File: src/rtl/clk_divider_multi.sv
// clk_divider_multi: NUM_CH independent runtime-programmable integer clock
// dividers. Each channel produces a registered divided clock and a one-cycle
// tick at every rising edge. New divisors are staged in a shadow register and
// applied only at a period boundary (or immediately while the channel is idle).
module clk_divider_multi #(
    parameter int NUM_CH      = 4,
    parameter int DIV_W       = 16,
    parameter int DEFAULT_DIV = 100,
    localparam int CH_W       = (NUM_CH > 1) ? $clog2(NUM_CH) : 1
) (
    input  logic              clk_in,
    input  logic              rst_n,
    input  logic [NUM_CH-1:0] en,
    input  logic              cfg_we,
    input  logic [CH_W-1:0]   cfg_ch,
    input  logic [DIV_W-1:0]  cfg_div,
    output logic [NUM_CH-1:0] clk_out,
    output logic [NUM_CH-1:0] tick,
    output logic [NUM_CH-1:0] cfg_pending
);

    // Divisors below 2 cannot produce a clock, so they are raised to 2.
    localparam logic [DIV_W-1:0] RST_DIV = (DEFAULT_DIV < 2) ? DIV_W'(2) : DIV_W'(DEFAULT_DIV);

    function automatic logic [DIV_W-1:0] clamp_div(input logic [DIV_W-1:0] v);
        return (v < DIV_W'(2)) ? DIV_W'(2) : v;
    endfunction

    for (genvar i = 0; i < NUM_CH; i++) begin : g_ch
        logic [DIV_W-1:0] div_q, div_d;   // active divisor
        logic [DIV_W-1:0] shd_q, shd_d;   // shadow divisor awaiting a boundary
        logic [DIV_W-1:0] cnt_q, cnt_d;   // position within the period, 0..div-1
        logic             pend_q, pend_d;
        logic             clk_q, clk_d;
        logic             tick_q, tick_d;
        logic             wr;
        logic             at_end;
        logic [DIV_W-1:0] cnt_nxt;
        logic [DIV_W:0]   half;           // ceil(div/2), one bit wider so div+1 cannot wrap

        // Out-of-range channel indices never match any channel, so such writes vanish.
        assign wr = cfg_we && (cfg_ch == CH_W'(i));

        // Next-state: count while enabled, swap divisor at period end, park when disabled.
        always_comb begin
            div_d   = div_q;
            shd_d   = shd_q;
            pend_d  = pend_q;
            cnt_d   = cnt_q;
            clk_d   = 1'b0;
            tick_d  = 1'b0;
            at_end  = (cnt_q == div_q - DIV_W'(1));
            cnt_nxt = at_end ? '0 : cnt_q + DIV_W'(1);
            half    = ({1'b0, div_q} + (DIV_W+1)'(1)) >> 1;
            if (en[i]) begin
                cnt_d  = cnt_nxt;
                // cnt_nxt is 0 at a boundary, so the high phase always starts cleanly
                clk_d  = ({1'b0, cnt_nxt} < half);
                tick_d = (cnt_nxt == '0);
                if (at_end && pend_q) begin
                    div_d  = shd_q;
                    pend_d = 1'b0;
                end
            end else begin
                // Park at the last count so re-enable begins a fresh period next cycle
                cnt_d = div_q - DIV_W'(1);
                if (pend_q) begin
                    div_d  = shd_q;
                    cnt_d  = shd_q - DIV_W'(1);
                    pend_d = 1'b0;
                end
            end
            // A write landing on a boundary leaves the old shadow applied and re-arms pending
            if (wr) begin
                shd_d  = clamp_div(cfg_div);
                pend_d = 1'b1;
            end
        end

        // Channel state registers with asynchronous reset to the default divisor.
        always_ff @(posedge clk_in or negedge rst_n) begin
            if (!rst_n) begin
                div_q  <= RST_DIV;
                shd_q  <= RST_DIV;
                cnt_q  <= RST_DIV - DIV_W'(1);
                pend_q <= 1'b0;
                clk_q  <= 1'b0;
                tick_q <= 1'b0;
            end else begin
                div_q  <= div_d;
                shd_q  <= shd_d;
                cnt_q  <= cnt_d;
                pend_q <= pend_d;
                clk_q  <= clk_d;
                tick_q <= tick_d;
            end
        end

        assign clk_out[i]     = clk_q;
        assign tick[i]        = tick_q;
        assign cfg_pending[i] = pend_q;
    end

endmodule

File: config.mk
export PLATFORM = sky130hd
export DESIGN_NAME = clk_divider_multi
export DESIGN_NICKNAME = d
export VERILOG_FILES = /design/src/rtl/clk_divider_multi.sv
export SDC_FILE = /design/constraint.sdc
export NUM_CORES = 1
export LEC_CHECK = 0
export BUFFER_PORTS_ARGS = -buffer_cell sky130_fd_sc_hd__buf_2
export CAP_MARGIN = 0
export CORE_UTILIZATION = 70
export DETAILED_ROUTE_END_ITERATION = 10
export GPL_ROUTABILITY_DRIVEN = 0
export PLACE_DENSITY = 0.86
export SYNTH_ARGS = -nofsm -noshare
export SYNTH_HDL_FRONTEND = slang
export SYNTH_SLANG_ARGS = --single-unit
File: constraint.sdc
create_clock -name clk_in -period 10.6 [get_ports clk_in]
set_input_delay 2.12 -clock clk_in [delete_from_list [all_inputs] [get_ports clk_in]]
set_output_delay 2.12 -clock clk_in [all_outputs]
set_load 0.01 [all_outputs]
==> results.cfg <==
[outcome]
status = complete, no violations

[clocking]
clkTransAtPathRegs_ns = 0.06
clock_latency_ns = 0.54
cts_resized = 0
cts_buffer_depth = 3
cts_buffers = 24
post_cts_buffers = 0
cts_hold_buf = 0
cts_tree = yes
cts-root-buf = clkbuf_16
h-tree-depth = 1
cts.sinks = 204

[timing]
maxSlewHeadroom_pct = 11.4
fin_skew_ns = 0.0138
hold_violations = 0
period_needed_ns = 5.09
slew_violations = 0
fmax_ghz = 0.196
tightestPinTransition_ns = 1.32
finalSetupViolCount = 0
fin_tns_setup_ns = 0
rsz0062_at_grt = no
post-route-period-util_pct = 48.1

[yosys]
synth-edff-count = 0
netlist-cell-type-count = 82
async_reset_ff_share_pct = 100
synth_top_flop_cell = dfrtp_1
syn_area_um2 = 18000
ys_warn_count = 0
synth_seq_area_share_pct = 28.7
synth_seq_cells = 204
synthCells = 2190
avgSynthCellArea_um2 = 8.20
synth_nets = 2291

[global_route]
grt_max_degree = 72
grt_pass1_vias = 15435
grt_pass1_wl_mm = 77.4
antenna_found_initial = 0
track_usage_pct = 36.1
grt_overflow = 0

[hold_path]
hold_path.class = flop to flop
worstHoldPathCells = 1
hold_path_end = g_ch[3].div_q[15]$_DFFE_PN0P_
holdCritStartpoint = g_ch[3].shd_q[15]$_DFFE_PN0P_

[pwr]
leakagePower_uw = 0.00748
p_per_area_nw_per_um2 = 186
vdd_drop_max_v = 0.000160

[floorplan]
die_x_um = 162
dieArea_um2 = 26300
rows = 58
core_area_um2 = 25200
die_h_um = 162
start_util_pct = 71.3
ios = 37

[drt]
first_iter_violations = 1819
wl_per_cell_um = 19.5
num_vias = 16183
drc = 0
first_pass_iters = 6
wl_mm = 47.0
viasPerCell = 6.70
ant_nets = 0

[setup_path]
end_kind = flop
r2r_slack_ns = 5.51
r2r_cells = 16
crit_path_max_fanout = 29
crit-reg2reg-launch = g_ch[1].div_q[0]$_DFFE_PN0P_
crit_path_start_kind = flop
critPathArrivalTime_ns = 5.52
path_class = flop to flop
cp.required_ns = 11.02
r2r_end = g_ch[1].clk_q$_DFF_PN0_

[flow_run]
cap_violations = 0

[final_layout]
diodes = 0
final_common_cell = nand2_1
drive_gt1_share_pct = 11.6
final_cell_mix = nand2_1, xnor2_1, dfrtp_1
area_growth_pct = 3.79
fin_util_pct = 74.0
final_nets = 2167

[placement]
port_buffers = 36
dp.final_hpwl_mm = 33.2
==> through the flow <==
step	instance area (um2)	total power (uW)	std cells	hold slack, ns	worst slack (ns)
floorplan	18000	2250	2190	0.494	6.10
CTS	18600	3450	2414	0.546	5.58
finish	18600	3470	2414	0.559	5.51
detailed placement	17800	2560	2370	0.536	5.61
global placement	17800	2490	2370	0.524	5.82
global route	18600	3680	2414	0.579	5.21
==> cells in the mapped netlist, types with 6 or more instances <==
| library cell | n | area (um2) |
|---|---|---|
| nor2_1 | 143 | 537 |
| or3_1 | 50 | 313 |
| nand2b_1 | 24 | 150 |
| or2_2 | 6 | 37.5 |
| dfstp_2 | 40 | 1050 |
| a21oi_1 | 35 | 175 |
| or4_1 | 33 | 248 |
| mux2_2 | 76 | 856 |
| xnor2_1 | 192 | 1680 |
| mux2i_1 | 16 | 160 |
| buf_4 | 19 | 143 |
| nand3_1 | 137 | 686 |
| nor2b_1 | 23 | 144 |
| o21ai_0 | 95 | 475 |
| o211ai_1 | 52 | 390 |
| nor3b_1 | 9 | 67.6 |
| a31oi_1 | 55 | 344 |
| nor4_1 | 42 | 263 |
| clkbuf_1 | 142 | 533 |
| a21o_1 | 24 | 180 |
| buf_2 | 24 | 120 |
| nand3b_1 | 6 | 45.0 |
| o22ai_1 | 25 | 156 |
| nand4_1 | 38 | 238 |
| buf_1 | 11 | 41.3 |
| xnor3_1 | 11 | 248 |
| o31ai_1 | 35 | 263 |
| nor3_1 | 65 | 325 |
| xor2_1 | 76 | 666 |
| inv_1 | 77 | 289 |
| nor4b_1 | 6 | 52.6 |
| and2_1 | 9 | 56.3 |
| nand2_1 | 220 | 826 |
| ha_1 | 76 | 951 |
| a211oi_1 | 16 | 120 |
| and3_1 | 31 | 194 |
| dfrtp_1 | 164 | 4100 |
==> layer usage <==
metal	wire length (um)	track usage [%]
met4	1770	13.9
met1	19700	48.3
met5	0	0
met2	22100	59.8
met3	3380	4.14
==> area by class of cell <==
| class | count | area (um2) |
|---|---|---|
| repair buffers | 50 | 294 |
| multi-input cells | 1706 | 11600 |
| clock buffers | 33 | 706 |
| well taps | 330 | 413 |
| fillers | 1856 | 6540 |
| flip-flops and latches | 204 | 5160 |
| clock inverters | 11 | 130 |
| inverters | 80 | 300 |
==> critical path: stages (launching register included) <==
cell	delay [ns]
dfrtp_1	0.53
inv_1	0.11
ha_1	0.32
or3b_2	0.48
or3_1	0.44
a32oi_1	0.21
o211ai_1	0.15
or3_4	0.56
nor2_4	0.56
nor2_1	0.13
ha_1	0.32
nand4_1	0.09
or3_1	0.42
nor3_1	0.25
o21ai_0	0.14
o211a_1	0.13
o221a_1	0.11
==> logic make-up after synthesis <==
kind of cell,after synthesis,synth area share [%]
flops,204,28.7
compound gates,385,14.1
xor+xnor,282,14.8
buf+inv,280,6.58
simple gates,871,24.9
mux,92,5.66
fa+ha+maj,76,5.29
==> registers in the layout, summed over array words and instances, names as in the netlist <==
register,cells
g_ch.cnt_q,64
g_ch.div_q,64
g_ch.shd_q,64
g_ch.clk_q,4
g_ch.pend_q,4
g_ch.tick_q,4
==> worst max-delay path by stage <==
stage	startpoint	end	cells after the start
6_report	g_ch[1].div_q[0]$_DFFE_PN0P_	g_ch[1].clk_q$_DFF_PN0_	16
5_1_grt	g_ch[1].div_q[0]$_DFFE_PN0P_	g_ch[1].clk_q$_DFF_PN0_	16
4_1_cts	g_ch[1].div_q[0]$_DFFE_PN0P_	g_ch[1].clk_q$_DFF_PN0_	16
3_5_place_dp	g_ch[1].div_q[0]$_DFFE_PN0P_	g_ch[1].clk_q$_DFF_PN0_	16
3_3_place_gp	g_ch[1].div_q[0]$_DFFE_PN0P_	g_ch[1].clk_q$_DFF_PN0_	16
2_1_floorplan	g_ch[1].div_q[0]$_DFFE_PN0P_	g_ch[1].clk_q$_DFF_PN0_	21
==> power breakdown <==
group / switching [uW] / total, uW / internal [uW]
combinational: 711 / 1350 / 640
clock: 344 / 880 / 537
sequential: 296 / 1240 / 946
total: 1350 / 3470 / 2120
(Power assumes the default switching activity.)
